$ cat config.mk
export PLATFORM = sky130hd
export DESIGN_NAME = tx_rate_scheduler
export DESIGN_NICKNAME = d
export VERILOG_FILES = /design/src/rtl/tx_rate_scheduler.sv
export SDC_FILE = /design/constraint.sdc
export NUM_CORES = 1
export LEC_CHECK = 0
export CORE_MARGIN = 3
export CORE_UTILIZATION = 53
export DETAILED_ROUTE_END_ITERATION = 16
export GPL_TIMING_DRIVEN = 0
export PLACE_DENSITY = 0.86
export SLEW_MARGIN = 20
export SYNTH_ARGS = -nofsm -noshare
export SYNTH_HDL_FRONTEND = slang
export SYNTH_SLANG_ARGS = --single-unit
$ cat constraint.sdc
create_clock -name sys_clk -period 2.7 [get_ports sys_clk]
set_clock_uncertainty 0.05 [all_clocks]
set_input_delay 0.405 -clock sys_clk [delete_from_list [all_inputs] [get_ports sys_clk]]
set_output_delay 0.405 -clock sys_clk [all_outputs]
set_load 0.1 [all_outputs]
$ cat src/rtl/tx_rate_scheduler.sv
`timescale 1ns/1ps
// tx_rate_scheduler
// Enable/phase scheduler and run-control FSM for the I/Q transmit interpolation
// chain (mapper -> SRRC xSPS -> HB1 x2 -> HB2 x2 -> upconverter/DAC).
// A single free-running phase counter produces the symbol, sample and HB1
// enables and the zero-stuff slot selects. The FSM flushes the filters with
// zeros before symbols are released and drains them after the last symbol.
//
// Ports
//   sys_clk     system clock
//   reset       asynchronous, active-high
//   start       level, request transmission
//   stop        level, request end of transmission (priority over start)
//   sym_clk_en  strobe, period SAM_DIV*SPS
//   sam_clk_en  strobe, period SAM_DIV
//   hb1_clk_en  strobe, period SAM_DIV/2
//   sym_slot    high for the first sample period of each symbol
//   hb1_slot    high for the first SAM_DIV/2 cycles of each sample period
//   hb2_slot    high on even sys_clk cycles
//   data_gate   1 = force mapper outputs to zero at the SRRC input
//   lfsr_load   one-cycle pulse reseeding the symbol LFSRs
//   busy        state != IDLE
//   tx_active   state == RUN
//   state_o     IDLE=0, FLUSH=1, RUN=2, DRAIN=3
module tx_rate_scheduler #(
  parameter int unsigned SAM_DIV       = 4,
  parameter int unsigned SPS           = 4,
  parameter int unsigned FLUSH_SAMPLES = 104,
  parameter int unsigned DRAIN_SAMPLES = 104
) (
  input  logic       sys_clk,
  input  logic       reset,
  input  logic       start,
  input  logic       stop,
  output logic       sym_clk_en,
  output logic       sam_clk_en,
  output logic       hb1_clk_en,
  output logic       sym_slot,
  output logic       hb1_slot,
  output logic       hb2_slot,
  output logic       data_gate,
  output logic       lfsr_load,
  output logic       busy,
  output logic       tx_active,
  output logic [1:0] state_o
);

  localparam int unsigned PER     = SAM_DIV * SPS;
  localparam int unsigned PH_W    = $clog2(PER);
  localparam int unsigned HB1_DIV = SAM_DIV / 2;
  localparam int unsigned CNT_MAX = (FLUSH_SAMPLES > DRAIN_SAMPLES) ? FLUSH_SAMPLES : DRAIN_SAMPLES;
  localparam int unsigned CNT_W   = $clog2(CNT_MAX + 1);

  typedef enum logic [1:0] {
    ST_IDLE  = 2'd0,
    ST_FLUSH = 2'd1,
    ST_RUN   = 2'd2,
    ST_DRAIN = 2'd3
  } state_t;

  logic [PH_W-1:0]  ph_q;
  logic [31:0]      ph_ext;
  state_t           state_q, state_d;
  logic [CNT_W-1:0] smp_cnt_q, smp_cnt_d;
  logic             data_gate_q, data_gate_d;
  logic             lfsr_load_q, lfsr_load_d;
  logic             busy_q, busy_d;
  logic             tx_active_q, tx_active_d;
  logic [1:0]       state_o_q, state_o_d;

  // Phase counter: free-running in every state, wraps at PER (power of two)
  always_ff @(posedge sys_clk or posedge reset) begin
    if (reset) ph_q <= '0;
    else       ph_q <= ph_q + PH_W'(1);
  end

  // Enable/slot decode; modulo form keeps SAM_DIV=2 legal (hb1_clk_en == 1)
  assign ph_ext     = 32'(ph_q);
  assign sam_clk_en = (ph_ext % SAM_DIV) == (SAM_DIV - 1);
  assign hb1_clk_en = (ph_ext % HB1_DIV) == (HB1_DIV - 1);
  assign sym_clk_en = ph_ext == (PER - 1);
  assign sym_slot   = ph_ext < SAM_DIV;
  assign hb1_slot   = (ph_ext % SAM_DIV) < HB1_DIV;
  assign hb2_slot   = ~ph_q[0];

  // State, sample counter and output registers
  always_ff @(posedge sys_clk or posedge reset) begin
    if (reset) begin
      state_q     <= ST_IDLE;
      smp_cnt_q   <= '0;
      data_gate_q <= 1'b1;
      lfsr_load_q <= 1'b0;
      busy_q      <= 1'b0;
      tx_active_q <= 1'b0;
      state_o_q   <= 2'd0;
    end else begin
      state_q     <= state_d;
      smp_cnt_q   <= smp_cnt_d;
      data_gate_q <= data_gate_d;
      lfsr_load_q <= lfsr_load_d;
      busy_q      <= busy_d;
      tx_active_q <= tx_active_d;
      state_o_q   <= state_o_d;
    end
  end

  // Next-state and sample counter
  always_comb begin
    state_d   = state_q;
    smp_cnt_d = smp_cnt_q;
    case (state_q)
      ST_IDLE: begin
        smp_cnt_d = '0;
        if (!stop && start) state_d = ST_FLUSH;
      end
      ST_FLUSH: begin
        if (stop) begin
          state_d   = ST_IDLE;
          smp_cnt_d = '0;
        end else if (smp_cnt_q == CNT_W'(FLUSH_SAMPLES)) begin
          // Wait for the symbol boundary so RUN always begins on ph=0
          if (sym_clk_en) state_d = ST_RUN;
        end else if (sam_clk_en) begin
          smp_cnt_d = smp_cnt_q + CNT_W'(1);
        end
      end
      ST_RUN: begin
        // stop only takes effect at a symbol boundary
        if (stop && sym_clk_en) begin
          state_d   = ST_DRAIN;
          smp_cnt_d = '0;
        end
      end
      ST_DRAIN: begin
        if (smp_cnt_q == CNT_W'(DRAIN_SAMPLES)) state_d = ST_IDLE;
        else if (sam_clk_en)                    smp_cnt_d = smp_cnt_q + CNT_W'(1);
      end
      default: state_d = ST_IDLE;
    endcase
  end

  // Output decode from the next state, registered above
  always_comb begin
    data_gate_d = 1'b1;
    lfsr_load_d = 1'b0;
    busy_d      = 1'b0;
    tx_active_d = 1'b0;
    state_o_d   = state_d;
    data_gate_d = (state_d != ST_RUN);
    busy_d      = (state_d != ST_IDLE);
    tx_active_d = (state_d == ST_RUN);
    lfsr_load_d = (state_q == ST_IDLE) && (state_d == ST_FLUSH);
  end

  assign data_gate = data_gate_q;
  assign lfsr_load = lfsr_load_q;
  assign busy      = busy_q;
  assign tx_active = tx_active_q;
  assign state_o   = state_o_q;

endmodule

## Yosys cells after proc, flatten, opt, wreduce, memory -nomap -nowiden

Cells that the tools add are included.

| word-level totals | value |
|---|---|
| output and inout bits | 12 |
| logic and storage cells | 40 |
| input bits | 4 |
| register bits | 17 |

| operators by class | value |
|---|---|
| mux-type cells | 12 |
| bitwise operators | 1 |
| add/subtract/negate cells | 2 |
| reductions and logical operators | 6 |
| $lt $le $gt $ge | 2 |
| eq/ne operators | 10 |

Operator list:

| operator | count |
|---|---|
| 7-bit 2-to-1 mux | 4 |
| 7-bit one-hot mux with 4 select lines | 1 |
| 2-bit 2-to-1 mux | 6 |
| 2-bit == test (second input constant) | 4 |
| 2-bit one-hot mux with 4 select lines | 1 |
| 7-bit by 1-bit adder with 7-bit output (second input constant) | 1 |
| 7-bit == test (second input constant) | 1 |
| 4-bit by 1-bit adder with 4-bit output (second input constant) | 1 |
| 2-bit by 1-bit == test with 1-bit output (second input constant) | 2 |
| 4-bit == test (second input constant) | 1 |
| 4-bit by 3-bit less-than comparator with 1-bit output (second input constant) | 1 |
| 2-bit != test (second input constant) | 2 |
| 1-bit logical AND | 3 |
| 2-bit zero test | 1 |
| 2-bit less-than comparator (second input constant) | 1 |
| 2-bit nonzero test | 1 |
| 1-bit zero test | 1 |
| 1-bit NOT | 1 |

## Depth between registers and ports, before layout

| depth | value |
|---|---|
| word-level depth | 7 |
| gate-level depth with buffers | 6 |
| depth with buffers taken out | 5 |

## Worst setup path after synthesis

No wires, ideal clock.

| timing | value |
|---|---|
| kind | register to register |
| start point | reg ph_q[0] |
| end point | reg smp_cnt_q[2] |
| slack | -684 ps |
| path buffers | 1 |
| arrival | 3210 ps |
| setup time | 124 ps |
| cell stages (with the launch flop) | 6 |
| data required time | 2526 ps |
| period minus slack after synthesis | 3384 ps |
| cells stage by stage | dfrtp_1 -> ha_1 -> and3_1 -> buf_2 -> a21oi_2 -> a211o_1 |

| between the ends | value |
|---|---|
| cells in the longest elaborated chain, start to end | 5 |
| elaborated cells on any way between the ends | 8 |
| those cells by class | eq/ne: 3; mux: 4; reduce/logical: 1 |

Ends and longest elaborated chain:

| item | line | text |
|---|---|---|
| from (decl) | 61 | `logic [PH_W-1:0] ph_q;` |
| from (signal assigned) | 74 | `else ph_q <= ph_q + PH_W'(1);` |
| 2-bit == test * | 79 | `assign sam_clk_en = (ph_ext % SAM_DIV) == (SAM_DIV - 1);` |
| named net sam_clk_en | 36 | `output logic sam_clk_en,` |
| 7-bit 2-to-1 mux * (2 in a row) | - |  |
| 7-bit 2-to-1 mux | - |  |
| 7-bit one-hot mux with 4 select lines * | - |  |
| to (signal assigned) | 98 | `smp_cnt_q <= smp_cnt_d;` |
| to (decl) | 64 | `logic [CNT_W-1:0] smp_cnt_q, smp_cnt_d;` |

Mark *: on every way through the listed nets, which the timed path passes. The rest lies on a longest branch.
A chain may end at the register's enable or synchronous reset.

## Worst setup path in the final report

| timing | value |
|---|---|
| start point | reg ph_q[1] |
| end point | out sym_clk_en |

| between the ends | value |
|---|---|
| cells in the longest elaborated chain, start to end | 1 |

Ends and longest elaborated chain:

| item | line | text |
|---|---|---|
| 4-bit == test | 81 | `assign sym_clk_en = ph_ext == (PER - 1);` |
| to (decl) | 35 | `output logic sym_clk_en,` |

Every way passes these cells.

==> metrics.md <==
| Metric | Value |
|---|---|
| Slew @ Worst Pin | `978.0 ps` |
| Crit path kind | `flop to output pin` |
| Drt wl/cell | `~14 um` |
| Synthesized area | `865.8 um^2` |
| Layout cells sized above 1 | `8.182%` |
| Rows | `13` |
| Ports | `16` |
| DRC violation count after routing | `0` |
| Multi-input logic area | `slightly below 400 um^2` |
| Post-synthesis mux area share | `1.156%` |
| Register area share after synthesis | `49.28%` |
| Synth Area in XOR/XNOR | `2.023%` |
| Reg power frac | `between 40% and 50%` |
| Cts bufs inserted | `3` |
| Minimum clock period | `2583 ps` |
| Final setup TNS | `0 ps` |
| Worst R2R Setup Slack | `between 1000 and 1500 ps` |
| # diodes | `0` |
| Switch share | `42.01%` |
| Max Clk Rate | `0.3871 GHz` |
| GRT Total Usage | `19.60%` |
| Port Buf Inserts | `15` |
| DR vias/cell | `approximately 5.6` |
| First-pass GRT wire length | `between 2000 and 3000 um` |
| Die Width | `46.42 um` |
| R2r endpoint | `smp_cnt_q[2]` |
| CP startpoint kind | `flop` |
| Pwr/cell area | `659.2 nW/um^2` |
| Core area | `1415 um^2` |
| TritonRoute pass-1 iters | `4` |
| Cell taking the most area after synthesis | `dfrtp_1` |
| Clk_lat worst skew | `280 ps` |
| Worst hold-check path type | `flop to flop` |
| Clk root buf | `clkbuf_4` |
| Hold Fails Final Rpt | `0` |
| Most common cell after layout, fill and taps aside | `dfrtp_1` |
| Mapped Cells | `91` |
| Max Slew Vio Count | `0` |
| Int Power | `410.4 uW` |
| Status | `finished clean` |
| Slowest-stage cell, CP | `dlygate4sd2_1` |
| Largest net degree at the start of global routing | `18` |
| Post-CTS Setup Repair Bufs | `0` |
| Synth Area in Simple Gates | `21.53%` |
| Layout Nets | `approximately 120` |
| Worst-path maximum fanout | `8` |
| CTS H-tree depth | `1` |
| Kind of end point of the critical path | `output pin` |
| Req. time, crit path | `~2300 ps` |
| Syn_area_per_cell | `between 9 and 10 um^2` |
| MaxCap Viol Count | `0` |
| Clock slew at reported path FFs | `roughly 100 ps` |
| Clk pwr share | `approximately a fifth` |
| Total wire length | `between 1500 and 2000 um` |
| Register area | `about 430 um^2` |
| Post-route ant nets | `0` |
| Clk buf depth | `2` |
| Most used DFF post-synth | `dfrtp_1` |
| CP Cell Sequence | `ha_4 -> and3_1 -> buf_2 -> dlygate4sd2_1` |
| Post-synth EDFFs | `0` |
| Crit-path max cell delay | `880 ps` |
| Crit path DAT | `2130 ps` |
| Final setup vio count | `0` |
| Critical path startpoint | `ph_q[1]` |
| Net Count, Synth | `98` |
| Reg2reg start | `smp_cnt_q[2]` |
| P_leak | `0.0004968 uW` |
| Global placement routability congestion | `about 0.8` |
| Fillers | `between 100 and 150` |
| Via count | `just over 700` |
| Antenna violations before repair | `0` |
| Pwr Total | `707.7 uW` |
| Hpwl dp | `1307 um` |
| Reg2Reg Depth | `5` |
| Combinational Power Share | `36.4%` |
| Asr flop ratio synth | `100.0%` |
| End of the critical path | `sym_clk_en` |
| Vias in the first global route | `656` |
| Slew margin rel. | `34.60%` |
| Die Ht | `~46 um` |
| Commonest cells after routing, fill and taps aside | `dfrtp_1, clkdlybuf4s50_1, inv_1` |
| DIE AREA | `around 2200 um^2` |
| Switching pwr | `roughly 300 uW` |
| Cell variety after synth | `36` |
| Synth Area in Adders | `4.335%` |
| CTS sink cnt | `17` |
| Layout area overhead | `23.99%` |
| Compound-Gate Fraction of Synth Area | `14.60%` |
| CTS tree | `done` |
| Gr ovfl total | `0` |
| Register bit total from synthesis | `17` |
| Synth warnings | `0` |
| Maximum vdd drop | `0.0003853 V` |
| Share of the synthesized area in the top cell type | `46.24%` |
| Largest family of logic cells by synthesized area | `simple AND/OR/NAND/NOR gates` |
| Fin crit share | `95.67%` |
| Most area-consuming cells after synthesis | `dfrtp_1, inv_1, ha_1` |
| RSZ-0062 raised after global routing | `false` |
| Initial Utilization | `61.18%` |
| DR iter-0 viols | `16` |
## registers in the layout (all words and copies together), names as in the netlist
signal and count:
busy 1, tx_active 1, data_gate 1, smp_cnt_q 7, ph_q 4, state_o 2, lfsr_load 1
## cells in the mapped netlist (2+ instances only)
master / n
nand2b_1: 3
o21ai_1: 2
nor2_1: 4
nand4_1: 3
or3_1: 2
nand2_1: 6
dfrtp_1: 16
nor3_1: 2
inv_1: 12
a21oi_1: 4
and3_1: 4
ha_1: 3
nand3_1: 4
o21ai_0: 4
## layer usage
| layer | up-vias | track usage (%) | wire, um |
|---|---|---|---|
| met5 | - | 0 | 0 |
| met4 | 0 | 7.386 | 12 |
| met3 | 2 | 3.516 | 63 |
| met2 | 23 | 33.24 | 906 |
| met1 | 324 | 24.45 | 823 |
| li1 | 356 | - | - |
## repair_timing
| item | 4_1_cts | 5_1_grt |
|---|---|---|
| endpoints found under the setup margin | 1 | 0 |
| resized for setup | 1 | 0 |
| hold buffers | 0 | 0 |
## cell families after synthesis
| family | after synthesis |
|---|---|
| fa+ha+maj | 3 |
| simple gates | 34 |
| mux | 1 |
| xor+xnor | 2 |
| flops | 17 |
| buf+inv | 15 |
| compound gates | 19 |
## worst min-delay path by stage
stage	from	to	slack (ps)	depth (start not counted)
final	ph_q[3]	ph_q[3]	440	1
after global routing	ph_q[3]	ph_q[3]	460	1
after CTS	ph_q[3]	ph_q[3]	450	1
after detailed placement	ph_q[3]	ph_q[3]	430	1
after global placement	ph_q[3]	ph_q[3]	430	1
after floorplan	reset	busy	280	1
## power by group through the flow
stage                     logic (uW)  registers (uW)  clock network, uW
after detailed placement         258             317                  0
after floorplan                 90.8             422                  0
after CTS                        258             313                136
final                            257             315                135
after global routing             277             319                146
after global placement           254             316                  0
## stage by stage
step / instances / worst slack, ps / instance area [um^2] / hold slack, ps / util [%]
3_5_place_dp: 121 / 143.0 / 1049 / 428.4 / 74.09
3_3_place_gp: 121 / 194.1 / 1049 / 429.7 / 74.09
2_1_floorplan: 91 / 226.7 / 879.6 / 280.3 / -
5_1_grt: 125 / 38.01 / 1074 / 458.0 / 75.86
4_1_cts: 125 / 97.57 / 1074 / 446.3 / 75.86
6_report: 125 / 116.8 / 1074 / 442.2 / 75.86
## layout make-up
type	count	share of cell area, %
inverters	12	4.196
multi-input cells	59	36.36
flip-flops and latches	17	39.86
clock buffers	4	2.448
plain buffers	3	1.515
repair buffers	15	13.87
well taps	15	1.748
## critical path, delay by kind of cell (launching register included)
| family | cells | cell delay [ps] |
|---|---|---|
| simple gates | 1 | 160 |
| fa+ha+maj | 1 | 200 |
| flops | 1 | 420 |
| buf+inv | 2 | 1050 |
Note: power is estimated with default switching activity, not from simulation.
==> variant 1: new RTL, same flow settings <==
Make the reset (`reset`) synchronous in 2 clocked blocks. Comments in the files are not updated.
--- a/src/rtl/tx_rate_scheduler.sv
+++ b/src/rtl/tx_rate_scheduler.sv
@@ -70,5 +70,5 @@
 
   // Phase counter: free-running in every state, wraps at PER (power of two)
-  always_ff @(posedge sys_clk or posedge reset) begin
+  always_ff @(posedge sys_clk) begin
     if (reset) ph_q <= '0;
     else       ph_q <= ph_q + PH_W'(1);
@@ -85,5 +85,5 @@
 
   // State, sample counter and output registers
-  always_ff @(posedge sys_clk or posedge reset) begin
+  always_ff @(posedge sys_clk) begin
     if (reset) begin
       state_q     <= ST_IDLE;
Behaviour: differs if reset is asserted again (counterexample within 4 cycles, from zero or initial values and one cycle with reset high); with reset held inactive, the same outputs for 10 cycles.
==> variant 1 against the unedited design <==
Synthesized area fell by 0.29%. Die area fell by 0.26%. Cell area fell by 2.0%. Maximum frequency rose by 0.40%. Sequential cell count did not move. Wire length fell by 5.5%. Critical path depth rose by 1. Worst setup slack improved by 0.010 ns. Critical path type unchanged. Highest routed layer unchanged.
Power is not compared: it rests on default switching activity, and its combinational part moved more than twofold at a synthesized area within 25%.
==> variant 1: results (changes against the unedited design) <==
| Metric | Value |
|---|---|
| Status | `finished, final reports clean` |
| Reg2reg end | `tx_active` |
| Slowest cell delay on critical path | `0.85 ns (-0.03 ns)` |
| Gates resized, CTS repair | `1 (unchanged)` |
| Detailed-route via count | `768 (+8.9%)` |
| Initial antenna violation count | `0 (unchanged)` |
| Largest net degree at the start of global routing | `11 (-7)` |
| Via density per instance | `5.908 (+4.7%)` |
| Crit Path Max Fanout | `10 (+2)` |
| Largest cells by area after synthesis | `dfxtp_1, a211oi_1, ha_1, inv_1, a21oi_1` |
| Worst min path class | `flip-flop to flip-flop` |
| Unique masters post-synth | `32 (-11%)` |
| PortBufs | `14 (-1)` |
| First-pass GRT wire length | `2849 um (-2.4%)` |
| Commonest non-fill, non-tap cell in the layout | `dfxtp_1` |
| Worst Path Arrival | `2.12 ns` |
| Largest reg by FF count | `smp_cnt_q` |
| Slew headroom | `35.16% (+0.56 points)` |
| Final nets | `123 (+4.2%)` |
| Detailed Route Iter0 Violations | `21 (+5)` |
| Routability cong. | `0.7808 (-5.3%)` |
| Post-synthesis net count | `104 (+6.1%)` |
| Number of global-route vias before repair | `709 (+8.1%)` |
| Min-Delay Startpoint | `ph_q[0]` |
| Worst r2r path cells | `7 (+2)` |
| Share of cells above drive strength 1 | `13.04% (+4.9 points)` |
| H-tree lvl count | `1 (unchanged)` |
| Clock root cell | `clkbuf_4` |
| TritonCTS Buffers | `3 (unchanged)` |
| Total Routing Usage GR | `18.67% (-0.93 points)` |
| Ys async rst share | `0% (-100 points)` |
| Avg Inst Size Synth | `8.900 um2 (-6.5%)` |
| Worst hold slack | `0.4039 ns (-0.03830 ns)` |
| Later-pin clock latency in the skew report | `0.29 ns` |
| DP Cell Count | `126 (+4.1%)` |
| Worst R2R Start | `ph_q[0]` |
| Final HPWL DP | `1268 um (-3.0%)` |
| Final wirelength | `1707 um (-5.5%)` |
| Worst path slowest cell | `dlygate4sd2_1` |
| Synth cell count leaders | `dfxtp_1, inv_1, nor2_1` |
| R2R Setup Slk | `0.85 ns (-0.16 ns)` |
| Max FFs per register | `7 (unchanged)` |
| Worst Hold End | `ph_q[0]` |
| Number of synthesized flops with an enable pin | `0 (unchanged)` |
| Post-synthesis sequential area ratio | `39.42% (-9.9 points)` |
| Clk pin slew, worst setup/hold paths | `0.10 ns (about the same)` |
-- variant 1: kinds of logic (layout without fill, tap and decap cells) --
| family | Yosys count | after routing | share of synthesized area, % |
|---|---|---|---|
| DFF | 17 | 17 | 39.42 |
| AOI/OAI and AO/OA | 24 | 24 | 18.12 |
| xor gates and xnor gates | 2 | 2 | 2.029 |
| buffers and inverters | 14 | 32 | 7.827 |
| muxes | 2 | 2 | 2.898 |
| adders and majority gates | 3 | 3 | 4.348 |
| and+or+nand+nor | 35 | 35 | 25.36 |
-- variant 1: per-stage QoR --
| stage | total power (uW) | worst slack (ns) | instance area (um2) |
|---|---|---|---|
| after global routing | 536.7 | 0.04418 | 1052 |
| final | 513.8 | 0.1272 | 1052 |
| after global placement | 383.0 | 0.1817 | 1026 |
| after CTS | 519.5 | 0.1098 | 1052 |
| after floorplan | 358.0 | 0.1023 | 867.1 |
| after detailed placement | 384.0 | 0.1725 | 1026 |
-- variant 1: worst max path at each step --
| stage | start | end | cells past startpoint |
|---|---|---|---|
| final | ph_q[1] | sym_clk_en | 5 |
| after global routing | ph_q[1] | sym_clk_en | 5 |
| after CTS | ph_q[1] | sym_clk_en | 5 |
| after detailed placement | ph_q[1] | sym_clk_en | 5 |
| after global placement | ph_q[1] | sym_clk_en | 5 |
| after floorplan | ph_q[0] | tx_active | 7 |
-- variant 1: power groups by stage --
| stage | registers (uW) | logic [uW] | clock network, uW |
|---|---|---|---|
| floorplan | 298 | 60.3 | 0 |
| global placement | 269 | 114 | 0 |
| detailed placement | 269 | 115 | 0 |
| CTS | 263 | 116 | 141 |
| global route | 264 | 121 | 151 |
| finish | 263 | 116 | 135 |
-- variant 1: area by class of cell --
class                      count  area, um2
timing repair buffer          14      138.9
inverter                      10      37.54
tap                           15      18.77
multi-input combinational     66      457.9
clock inverter                 1      5.005
fill                         105      362.8
buffer                         4      30.03
clock buffer                   3      22.52
sequential                    17      341.6
-- variant 1: per-layer routing --
layer / vias up / routed length, um / GRT usage (%)
met1: 353 / 833 / 23.36
met2: 22 / 766 / 28.57
met4: 0 / 14 / 5.682
met3: 2 / 92 / 8.203
li1: 391 / - / -
met5: - / 0 / 0
==> variant 2: new RTL, same flow settings <==
Without the edit above. `FLUSH_SAMPLES`: 104 -> 208.
--- a/src/rtl/tx_rate_scheduler.sv
+++ b/src/rtl/tx_rate_scheduler.sv
@@ -26,5 +26,5 @@
   parameter int unsigned SAM_DIV       = 4,
   parameter int unsigned SPS           = 4,
-  parameter int unsigned FLUSH_SAMPLES = 104,
+  parameter int unsigned FLUSH_SAMPLES = 208,
   parameter int unsigned DRAIN_SAMPLES = 104
 ) (
Behaviour: no difference found for any inputs over 10 cycles, from zero or initial values and one cycle with reset high; that may be too few to reach the edited logic, so the function may still have changed.
==> variant 2 against the unedited design <==
Maximum frequency increased by 1.5%. Power down 0.60%. Wire length up 14%. Sequential cell count up 1. Hold slack got worse by 0.20 ns. Cell area is 15% higher. Worst setup slack improved by 0.038 ns. Critical path depth fell by 2. Synthesized area is 19% higher. Critical path type unchanged. Critical endpoint is now sam_clk_en. Largest cell class is now multi-input gates. Highest routed layer unchanged.
==> variant 2: results (changes against the unedited design) <==
| Metric | Value |
|---|---|
| Post-synthesis mux area share | `0.9744% (-0.18 points)` |
| Synth cell count leaders | `dfrtp_1, nor2_1, inv_1` |
| First-pass GRT wire length | `3560 um (+22%)` |
| Compound-cell area share of the yosys netlist | `14.86% (+0.26 points)` |
| Deepest clock path buffer count | `2 (unchanged)` |
| Slew headroom | `34.79% (+0.19 points)` |
| Max FFs per register | `8 (+1)` |
| Status | `finished, final reports clean` |
| Share of cells above drive strength 1 | `18.85% (+11 points)` |
| Detailed Route Iter0 Violations | `34 (+18)` |
| Worst Path Arrival | `2.09 ns (-0.04 ns)` |
| Routability cong. | `0.8728 (+5.9%)` |
| Worst path slowest cell | `clkdlybuf4s50_1` |
| Total Routing Usage GR | `18.48% (-1.1 points)` |
| Clock root cell | `clkbuf_4` |
| Crit Path Max Fanout | `4 (-4)` |
| Largest cells by area after synthesis | `dfrtp_1, nor2_1, ha_1, nand3_1, inv_1` |
| PortBufs | `14 (-1)` |
| Final wirelength | `2063 um (+14%)` |
| Unique masters post-synth | `45 (+25%)` |
| Final HPWL DP | `1516 um (+16%)` |
| Slowest cell delay on critical path | `1.15 ns (+0.27 ns)` |
| Int Power | `443.0 uW (+7.9%)` |
| Final nets | `130 (+10%)` |
| Post-synthesis sequential area ratio | `43.97% (-5.3 points)` |
| Largest reg by FF count | `smp_cnt_q` |
| Post-synthesis net count | `111 (+13%)` |
| Number of global-route vias before repair | `805 (+23%)` |
| Peak VDD IR | `280.8 uV (-27%)` |
| Post-Synth XOR/XNOR Area | `1.705% (-0.32 points)` |
| R2R Setup Slk | `0.91 ns (-0.10 ns)` |
| Worst min path class | `input pin to flip-flop` |
| Synth Area in Adders | `3.654% (-0.68 points)` |
| Dpl cell area | `0.001204 mm2 (+15%)` |
| Leak | `0.0005178 uW (+4.2%)` |
| Largest net degree at the start of global routing | `19 (+1)` |
| Detailed-route via count | `848 (+20%)` |
| Later-pin clock latency in the skew report | `0.30 ns (+0.02 ns)` |
-- variant 2: path summary, 6_finish.rpt --
kind,start,cells past startpoint,end
hold / removal,stop,2,lfsr_load
max in group asynchronous,reset,2,ph_q[0]
min in group asynchronous,reset,2,state_o[0]
setup reg to reg,ph_q[1],6,smp_cnt_q[7]
hold reg to reg,ph_q[0],1,ph_q[0]
setup / recovery,ph_q[1],2,sam_clk_en
-- variant 2: stage by stage --
step / hold slack, ns / setup WS, ns / instances
5_1_grt: 0.2427 / 0.09423 / 147
3_5_place_dp: 0.4273 / 0.1109 / 143
6_report: 0.2411 / 0.1544 / 147
4_1_cts: 0.2342 / 0.04387 / 147
2_1_floorplan: 0.2928 / 0.01280 / 104
3_3_place_gp: 0.4120 / 0.1327 / 143
-- variant 2: metal layers --
layer / GRT usage, % / part of all wire, %
met1: 25.82 / 47
met3: 2.417 / 4.8
met5: 0 / 0
met2: 27.83 / 46
met4: 9.217 / 2.0
-- variant 2: area by class of cell --
type | instances | area (um2)
sequential | 18 | 452.9
timing repair buffer | 14 | 135.1
buffer | 5 | 32.53
tap | 25 | 31.28
clock buffer | 4 | 36.28
fill | 143 | 548.0
inverter | 8 | 30.03
multi-input combinational | 73 | 516.7
-- variant 2: logic make-up (layout without fill, tap and decap cells) --
family / count (synthesis) / after routing
muxes: 1 / 1
xor gates and xnor gates: 2 / 2
and+or+nand+nor: 47 / 47
DFF: 18 / 18
adders and majority gates: 3 / 3
AOI/OAI and AO/OA: 20 / 20
buffers and inverters: 13 / 31
-- variant 2: repair_timing --
action | in CTS | in global routing
gates cloned | 0 | 0
endpoints found under the setup margin | 1 | 1
resized for setup | 1 | 2
-- variant 2: critical path, delay by kind of cell (launching register included) --
kind | cells | cell delay [ns]
DFF | 1 | 0.40
adders and majority gates | 1 | 0.24
buffers and inverters | 1 | 1.15
-- variant 2: power by group through the flow --
stage               Combinational (uW)  Sequential [uW]  Clock, uW
floorplan                          101              391          0
global placement                   233              305          0
detailed placement                 237              306          0
CTS                                237              300        172
global route                       253              303        183
finish                             237              301        165
